File: src/rtl/buffer_stage.sv
// buffer_stage
//   One DATA_W-wide register stage of the buffer chain.
//   rst and clear both zero the stage synchronously. When neither is
//   asserted and en is high, the stage loads d.
//
// Ports:
//   clk    clock
//   rst    synchronous reset, active-high
//   clear  synchronous flush, active-high (same effect as rst)
//   en     load enable (shift)
//   d      word to load
//   q      stored word
module buffer_stage #(
  parameter int DATA_W = 32
) (
  input  logic              clk,
  input  logic              rst,
  input  logic              clear,
  input  logic              en,
  input  logic [DATA_W-1:0] d,
  output logic [DATA_W-1:0] q
);

  always_ff @(posedge clk) begin
    if (rst || clear) begin
      q <= '0;
    end else if (en) begin
      q <= d;
    end
  end

endmodule

File: src/rtl/buffer_chain.sv
// buffer_chain
//   DEPTH-stage shift buffer that feeds sliding windows of cell
//   histograms to the block-normalisation stage. Every accepted word
//   enters at stage 0, and all stages are exposed in parallel. The block
//   tracks how many stages hold valid data. Once the chain is full, it
//   raises a one-cycle window strobe every STRIDE accepted words.
//
// Ports:
//   clk          clock
//   rst          synchronous reset, active-high (overrides everything)
//   i_clear      synchronous flush of contents and counters
//   i_data       input word
//   i_valid      accept i_data this cycle (shift enable)
//   o_taps       all stages, slice k = stage k, stage 0 = newest
//   o_data       stage DEPTH-1 (oldest word)
//   o_count      number of valid stages, 0..DEPTH
//   o_full       o_count == DEPTH
//   o_win_valid  one-cycle strobe, o_taps holds a new window
module buffer_chain #(
  parameter int DATA_W = 32,
  parameter int DEPTH  = 4,
  parameter int STRIDE = 1,
  parameter int CNT_W  = $clog2(DEPTH + 1)
) (
  input  logic                    clk,
  input  logic                    rst,
  input  logic                    i_clear,
  input  logic [DATA_W-1:0]       i_data,
  input  logic                    i_valid,
  output logic [DEPTH*DATA_W-1:0] o_taps,
  output logic [DATA_W-1:0]       o_data,
  output logic [CNT_W-1:0]        o_count,
  output logic                    o_full,
  output logic                    o_win_valid
);

  localparam logic [CNT_W-1:0] DEPTH_C     = CNT_W'(DEPTH);
  localparam logic [CNT_W-1:0] FILL_C      = CNT_W'(DEPTH - 1);
  localparam logic [CNT_W-1:0] STRIDE_LAST = CNT_W'(STRIDE - 1);

  logic [DATA_W-1:0] stage_q [DEPTH];
  logic [CNT_W-1:0]  count;
  // The stride position never exceeds STRIDE-1 <= DEPTH-1, so CNT_W bits suffice.
  logic [CNT_W-1:0]  stride_pos;
  logic              win_valid;
  logic              flush;

  assign flush = rst | i_clear;

  // Stage 0 loads the input word. Every later stage loads its predecessor.
  // The word in the last stage is dropped on a shift.
  for (genvar k = 0; k < DEPTH; k++) begin : g_stage
    logic [DATA_W-1:0] stage_d;

    if (k == 0) begin : g_head
      assign stage_d = i_data;
    end else begin : g_body
      assign stage_d = stage_q[k-1];
    end

    buffer_stage #(
      .DATA_W (DATA_W)
    ) u_stage (
      .clk   (clk),
      .rst   (rst),
      .clear (i_clear),
      .en    (i_valid),
      .d     (stage_d),
      .q     (stage_q[k])
    );

    assign o_taps[k*DATA_W +: DATA_W] = stage_q[k];
  end

  // Occupancy saturates at DEPTH. The stride position only advances on
  // shifts that happen while the chain is already full. The shift that
  // fills the chain always produces a window, and it restarts the stride.
  always_ff @(posedge clk) begin
    if (flush) begin
      count      <= '0;
      stride_pos <= '0;
      win_valid  <= 1'b0;
    end else if (i_valid) begin
      if (count != DEPTH_C) begin
        count <= count + CNT_W'(1);
      end
      if (count == FILL_C) begin
        win_valid  <= 1'b1;
        stride_pos <= '0;
      end else if (count == DEPTH_C) begin
        if (stride_pos == STRIDE_LAST) begin
          win_valid  <= 1'b1;
          stride_pos <= '0;
        end else begin
          win_valid  <= 1'b0;
          stride_pos <= stride_pos + CNT_W'(1);
        end
      end else begin
        win_valid <= 1'b0;
      end
    end else begin
      win_valid <= 1'b0;
    end
  end

  assign o_data      = stage_q[DEPTH-1];
  assign o_count     = count;
  assign o_full      = (count == DEPTH_C);
  assign o_win_valid = win_valid;

endmodule

File: config.mk
export PLATFORM = sky130hd
export DESIGN_NAME = buffer_chain
export DESIGN_NICKNAME = d
export VERILOG_FILES = /design/src/rtl/buffer_stage.sv /design/src/rtl/buffer_chain.sv
export SDC_FILE = /design/constraint.sdc
export NUM_CORES = 1
export LEC_CHECK = 0
export CAP_MARGIN = 20
export CORE_AREA = 2 2 126 128
export CTS_CLUSTER_SIZE = 16
export DETAILED_ROUTE_END_ITERATION = 12
export DIE_AREA = 0 0 128 130
export PLACE_DENSITY_LB_ADDON = 0.12
export SLEW_MARGIN = 5
export SYNTH_ARGS = -nofsm -noshare
export SYNTH_HDL_FRONTEND = slang
export SYNTH_HIERARCHICAL = 1
export SYNTH_SLANG_ARGS = --single-unit
File: constraint.sdc
create_clock -name clk -period 2.03 [get_ports clk]
set_input_delay 0.406 -clock clk [delete_from_list [all_inputs] [get_ports clk]]
set_output_delay 0.406 -clock clk [all_outputs]
set_load 0.03 [all_outputs]
# --- Word level (Yosys, flattened, before mapping) ---
# Index checks and enable logic that the tools add are counted.
totals:
  word_cells: 26
  register_bits: 135
  in_bits: 36
op_classes:
  mux: 6
  n_eq_ne: 3
  n_bitwise: 2
  add_sub_neg: 2
  n_reduce_logical: 6
ops:
  columns: ["op", "n"]
  rows:
  - ["$mux 3", 3]
  - ["$add 3x1->3 const B", 2]
  - ["$reduce_and 2->1", 2]
  - ["$eq 3x2->1 const B", 1]
  - ["$eq 3x3->1 const B", 1]
  - ["$logic_not 3->1", 1]
  - ["$mux 1", 3]
  - ["$ne 3x3->1 const B", 1]
  - ["$reduce_bool 2->1", 1]
  - ["$reduce_or 2->1", 1]
  - ["$logic_or 1x1->1", 1]
  - ["$not 1->1", 1]
  - ["$or 1x1->1", 1]

# --- Depth between registers and ports, before layout ---
# Gate-level depths: netlist (run 1).
depth:
  word_depth: 4
  mapped_depth: 6
  ltp_nobuf: 6

# --- Modules after synthesis ---
# The synthesis (run 1) kept the hierarchy.
modules_own_cells:
  columns: ["mod", "area_per_inst_um2", "n_inst", "cells_each", "seq_area_each_um2"]
  rows:
  - ["buffer_stage", 1156.1, 4, 105, 640.6]
  - ["buffer_chain", 653.1, 1, 79, 140.1]

# --- Worst setup path after synthesis (run 1) ---
# No wires, ideal clock.
synth_timing:
  path_kind: "reg2reg"
  startpoint: "register count[0] (netlist: o_count[0])"
  endpoint: "register stride_pos[0]"
  path_slack_ns: 0.473
  n_path_buf: 0
  arrival_time_ns: 1.485
  synth_period_minus_slack_ns: 1.557
  setup_time_ns: 0.072
  stages_incl_launch_ff: 5
  path_cell_list: "dfxtp_1 -> ha_1 -> ha_1 -> or4_1 -> mux2i_1"
synth_between:
  elab_chain_cells: 3
synth_lines:
  columns: ["item", "line", "text"]
  rows:
  - ["start: declaration", "buffer_chain.sv:42", "logic [CNT_W-1:0] count;"]
  - ["start signal: assignment", "buffer_chain.sv:85", "count <= count + CNT_W'(1);"]
  - ["$eq 3x3->1 or $eq 3x2->1 (tied branches)", "buffer_chain.sv:90, buffer_chain.sv:87", null]
  - ["$reduce_bool 2->1 (no line)", null, null]
  - ["$reduce_and 2->1 (no line)", null, null]
  - ["end signal: assignment", "buffer_chain.sv:96", "stride_pos <= stride_pos + CNT_W'(1);"]
  - ["end: declaration", "buffer_chain.sv:44", "logic [CNT_W-1:0] stride_pos;"]
# Parallel ways exist; a longest one is shown, timed or not.
# A chain may end at the register's enable or synchronous reset.

# --- Worst setup path in the final report (run 1) ---
layout_timing:
  startpoint: "register g_stage[1].u_stage.q[6]"
  endpoint: "output port o_taps[38]"
layout_lines:
  columns: ["item", "line", "text"]
  rows:
  - ["start: declaration", "buffer_stage.sv:21", "output logic [DATA_W-1:0] q"]
  - ["start signal: assignment", "buffer_stage.sv:26", "q <= '0;"]
  - ["start signal: assignment", "buffer_stage.sv:28", "q <= d;"]
  - ["end: declaration", "buffer_chain.sv:30", "output logic [DEPTH*DATA_W-1:0] o_taps,"]
# No word-level cell between the ends.

==> flow_summary.json, run 1 <==
{
  "status": "finished clean",
  "cts_hold_buf": 0,
  "place_area_um2": 7130,
  "grt_overflow": 0,
  "combPwrFrac_pct": 7.1,
  "pwr-share-seq_pct": 43.2,
  "start_kind": "flip-flop",
  "wl_mm": 13.2,
  "yosysMostFrequentCell": "dfxtp_1",
  "setup_viol": 0,
  "worst_pin_slew_ns": 0.462,
  "reg2reg_from": "o_count[0]",
  "fin_nets": 704,
  "synth.area.top_cells": "dfxtp_1, mux2i_1, nor2_1",
  "coreArea_um2": 15400,
  "critPathMaxStageDelay_ns": 0.72,
  "synth-edff-count": 0,
  "synth_area_um2": 5280,
  "core.rowCount": 46,
  "dieWidth_um": 128,
  "track_usage_pct": 15.8,
  "critPathTopFamily": "buffers and inverters",
  "postSynthAreaPerCell_um2": 10.6,
  "crit_fanout": 3,
  "root_buffer": "clkbuf_16",
  "fin_worst_skew_ns": 0.00448,
  "yosys-top-cells-count": "dfxtp_1, nor2_1, mux2i_1",
  "cts_resized": 1,
  "ys_seq_area_share_pct": 51.2,
  "worstPathCellList": "clkdlybuf4s50_1",
  "routabilityCongestion": 0.714,
  "p_sw_share_pct": 21.6,
  "cts_buffers": 17,
  "fp.dieH_um": 130,
  "insertion_delay_ns": 0.41,
  "leakage_nw": 3.13,
  "grt_max_degree": 51,
  "synth_largest_area_cell": "dfxtp_1",
  "synth_cell_type_count": 23,
  "hold_start": "i_valid",
  "cts_setup_buffers": 0,
  "rsz0062_at_grt": "no",
  "crit_buf_inv": 1,
  "setup.worst_path.end_class": "output port",
  "finalInstanceArea_um2": 7730,
  "crit_slowest_cell": "clkdlybuf4s50_1",
  "antenna_found_initial": 0,
  "syn_inst": 499,
  "synth_seq_cells": 135,
  "num_vias": 3904,
  "grt_pass1_vias": 3679,
  "min_path_cells": 3,
  "r2r-end": "stride_pos[0]",
  "path_class": "reg -> out",
  "grt_pass1_wl_mm": 20.2,
  "synth-main-ff-cell": "dfxtp_1",
  "period_needed_ns": 1.93,
  "max_freq_mhz": 519,
  "drive_gt1_share_pct": 6.22,
  "die_area_um2": 16600,
  "dr.pass1.iters": 4,
  "antenna_cells": 0,
  "hold_path_end": "o_win_valid",
  "viasPerCell": 4.50,
  "utilization_pct": 50.1,
  "ant_nets": 0,
  "drt-initial-drc-count": 124,
  "hold_class": "in -> reg",
  "async_reset_ff_share_pct": 0,
  "switchingPower_mw": 1.35,
  "r2r_cells": 4,
  "drc": 0,
  "clock_sinks": 135,
  "maxCapViolations": 0,
  "p_clk_share_pct": 49.7,
  "dp_cells": 835,
  "yosysTopAreaCellShare_pct": 51.2,
  "setup-tns-final_ns": 0,
  "final_cells": 867,
  "timing.final.max_slew_violations": 0,
  "max-slew-margin-rel_pct": 69.2,
  "avgRoutedWirePerCell_um": 15.3,
  "htreeDepth": 4,
  "hold_viol_final": 0,
  "p_per_area_nw_per_um2": 811,
  "synth_fp_nets": 541,
  "initial_utilization_pct": 34.2,
  "p_int_mw": 4.91,
  "clk_pin_slew_ns": 0.06,
  "clockBufferDepth": 2,
  "period_share_pct": 94.9,
  "tritoncts": "yes",
  "hpwl_mm": 9.36,
  "yosysWarnings": 6,
  "io_pins": 201,
  "critPathArrivalTime_ns": 1.52,
  "irDropWorstVdd_mv": 0.540,
  "r2r_setup_slack_ns": 0.51,
  "worstPathRequired_ns": 1.62,
  "area_growth_pct": 46.4,
  "portBuffers": 200
}
==> through the flow <==
step	power [mW]	hold slack (ns)	setup slack [ns]
global route	6.49	0.274	0.0178
detailed placement	3.22	0.477	0.173
global placement	3.21	0.469	0.221
floorplan	3.05	0.455	0.473
CTS	6.34	0.262	0.0234
finish	6.27	0.279	0.104
==> cell families after synthesis <==
| kind of cell | share of synthesized area, % |
|---|---|
| flip-flops | 51.2 |
| AND/OR/NAND/NOR | 10.9 |
| buffers and inverters | 10.3 |
| XOR/XNOR | 0.166 |
| multiplexers | 25.1 |
| AO/OA/AOI/OAI | 0.948 |
| adder cells (fa/ha/maj) | 1.42 |
==> layer usage <==
| layer | track usage [%] | routed length (µm) |
|---|---|---|
| met3 | 5.86 | 859 |
| met1 | 19.8 | 6030 |
| met4 | 5.43 | 132 |
| met2 | 25.3 | 6210 |
| met5 | 0 | 0 |
==> layout by cell type (no fill, tap or decap), drive strengths merged <==
master,synthesis,routed
a211o,1,1
a21boi,1,1
a21oi,1,1
a31oi,1,1
buf,60,9
bufinv,0,3
clkbuf,4,24
clkdlybuf4s50,0,197
clkinv,0,5
clkinvlp,0,1
dfxtp,135,135
dlymetal6s2s,0,1
ha,6,6
inv,7,7
mux2,1,1
mux2i,131,131
nand2,6,6
nand3b,1,1
nor2,133,133
nor2b,1,1
o21a,1,1
o21ai,1,1
o41ai,1,1
or2,5,5
or4,1,1
xnor2,1,1
==> layout make-up <==
class | count | area [µm²]
clock buffers | 23 | 478
inverters | 7 | 26.3
fillers | 1408 | 7700
flip-flops and latches | 135 | 2700
well taps | 192 | 240
clock inverters | 9 | 123
multi-input cells | 293 | 2030
repair buffers | 208 | 2120
==> how the worst max path moves through the flow <==
| stage | start | to | depth (start not counted) |
|---|---|---|---|
| after floorplan | o_count[0] | stride_pos[0] | 4 |
| after global placement | i_clear | stride_pos[0] | 4 |
| after detailed placement | i_clear | stride_pos[0] | 4 |
| after CTS | o_count[0] | o_full | 5 |
| after global routing | g_stage[3].u_stage/q[29] | o_taps[125] | 1 |
| final | g_stage[1].u_stage/q[6] | o_taps[38] | 1 |
==> flip-flops by register name, summed over array words and instances, names as in the netlist <==
register and count:
g_stage.u_stage/q 128, o_count 3, stride_pos 3, o_win_valid 1
==> power groups by stage <==
stage,logic [mW],clock network (mW),registers (mW)
5_1_grt,0.475,3.30,2.71
3_5_place_dp,0.452,0,2.76
6_report,0.447,3.11,2.71
2_1_floorplan,0.237,0,2.82
4_1_cts,0.453,3.18,2.71
3_3_place_gp,0.448,0,2.76
(Power assumes the default switching activity.)
==> inputs of run 2 (changes only) <==
--- a/config.mk
+++ b/config.mk
@@ -10,7 +10,7 @@
 export CTS_CLUSTER_SIZE = 16
 export DETAILED_ROUTE_END_ITERATION = 12
 export DIE_AREA = 0 0 128 130
-export PLACE_DENSITY_LB_ADDON = 0.12
+export PLACE_DENSITY = 0.65
 export SLEW_MARGIN = 5
 export SYNTH_ARGS = -nofsm -noshare
 export SYNTH_HDL_FRONTEND = slang
==> flow_summary.json, run 2 (same netlist as run 1, synthesis figures left out) <==
{
  "cts_resized": 1,
  "timing.final.max_slew_violations": 0,
  "maxCapViolations": 0,
  "clockBufferDepth": 2,
  "hold_class": "in -> reg",
  "critPathArrivalTime_ns": 1.53,
  "critPathTopFamily": "buffers and inverters",
  "rsz0062_at_grt": "no",
  "p_per_area_nw_per_um2": 857,
  "fin_worst_skew_ns": 0.00646,
  "regArea_um2": 2700,
  "viasPerCell": 4.56,
  "drc": 0,
  "whs_ns": 0.384,
  "place_ws_ns": 0.171,
  "area_growth_pct": 48.1,
  "crit_fanout": 6,
  "period_share_pct": 95.5,
  "drt-initial-drc-count": 121,
  "max_freq_mhz": 516,
  "path_class": "reg -> out",
  "r2r-end": "stride_pos[0]",
  "dr.pass1.iters": 4,
  "mostFrequentLayoutCells": "clkdlybuf4s50_1, dfxtp_1, nor2_1",
  "clock_sinks": 135,
  "setup-tns-final_ns": 0,
  "status": "finished clean",
  "leakage_nw": 3.16,
  "hold_start": "i_valid",
  "grt_pass1_vias": 3867,
  "antenna_found_initial": 0,
  "num_vias": 3961,
  "worst_pin_slew_ns": 0.379,
  "hpwl_mm": 9.33,
  "ant_nets": 0,
  "portBuffers": 200,
  "crit_buf_inv": 1,
  "worstPathCellList": "clkdlybuf4s50_1",
  "reg2reg_from": "o_count[0]",
  "period_needed_ns": 1.94,
  "drive_gt1_share_pct": 6.66,
  "fillCellCount": 1393,
  "multi_input_area_um2": 2030,
  "initial_utilization_pct": 34.2,
  "core.rowCount": 46,
  "setup_ws_ns": 0.0920,
  "clk_pin_slew_ns": 0.05,
  "track_usage_pct": 15.8,
  "hold_viol_final": 0,
  "die_area_um2": 16600,
  "worstPathRequired_ns": 1.62,
  "fp.dieH_um": 130,
  "cts_setup_buffers": 0,
  "root_buffer": "clkbuf_16",
  "mostFrequentLayoutCell": "clkdlybuf4s50_1",
  "htreeDepth": 4,
  "dieWidth_um": 128,
  "irDropWorstVdd_mv": 0.530,
  "crit_slowest_cell": "clkdlybuf4s50_1",
  "setup.worst_path.end_class": "output port",
  "grt_overflow": 0,
  "start_kind": "flip-flop",
  "antenna_cells": 0,
  "hold_path_end": "o_win_valid",
  "top_register": "g_stage.u_stage/q",
  "wl_mm": 13.2,
  "insertion_delay_ns": 0.41,
  "fin_nets": 706,
  "setup_viol": 0,
  "coreArea_um2": 15400,
  "cts_buffers": 17,
  "critPathMaxStageDelay_ns": 0.72,
  "grt_pass1_wl_mm": 20.3,
  "grt_max_degree": 46,
  "tritoncts": "yes",
  "routabilityCongestion": 0.860,
  "io_pins": 201,
  "min_path_cells": 3,
  "largest_register_ffs": 128,
  "cts_hold_buf": 0,
  "max-slew-margin-rel_pct": 74.5,
  "r2r_cells": 4,
  "r2r_setup_slack_ns": 0.49,
  "avgRoutedWirePerCell_um": 15.2
}
[run 2: cell count changes in the layout (fill, tap and decap cells not counted)]
| cell | change |
|---|---|
| clkdlybuf4s50_1 | +1 |
| clkinvlp_4 | -1 |
| clkbuf_1 | -2 |
| buf_4 | +3 |
| buf_12 | -1 |
| bufinv_16 | +3 |
| clkinv_2 | -3 |
| dlymetal6s2s_1 | -1 |
| clkbuf_8 | +2 |
[run 2: routing by layer]
| metal | global-route usage, % | part of all wire [%] | wire length, µm |
|---|---|---|---|
| met1 | 19.4 | 45 | 5950 |
| met2 | 25.2 | 47 | 6210 |
| met3 | 4.55 | 5.0 | 663 |
| met5 | 0 | 0 | 0 |
| met4 | 8.40 | 2.7 | 358 |
[run 2: per-stage QoR]
step,area (µm²),std cells,power [mW],utilization [%]
2_1_floorplan,5280,499,3.05,-
3_3_place_gp,7130,837,3.21,46.2
3_5_place_dp,7130,837,3.21,46.2
4_1_cts,7820,868,6.79,50.7
5_1_grt,7810,868,6.93,50.7
6_report,7810,868,6.69,50.7
[run 2: layout make-up]
class | instances | share of cell area [%]
well taps | 192 | 3.07
clock inverters | 8 | 2.43
clock buffers | 23 | 6.37
inverters | 7 | 0.336
flip-flops and latches | 135 | 34.6
multi-input cells | 293 | 26.0
repair buffers | 210 | 27.2
[run 2: power by group]
group	leakage, nW	total, mW	switching, mW	internal [mW]
sequential	1.09	2.71	0.0268	2.68
combinational	1.73	0.444	0.230	0.214
clock	0.339	3.54	1.08	2.46
[run 2: how the worst max path moves through the flow]
stage                     slack (ns)  startpoint             to  cells after the start
after floorplan                 0.47  o_count[0]  stride_pos[0]                      4
after global placement          0.23     i_clear  stride_pos[0]                      4
after detailed placement        0.17     i_clear  stride_pos[0]                      4
after CTS                       0.01  o_count[0]         o_full                      5
after global routing            0.02  o_count[2]     o_count[2]                      1
final                           0.09  o_count[2]     o_count[2]                      1
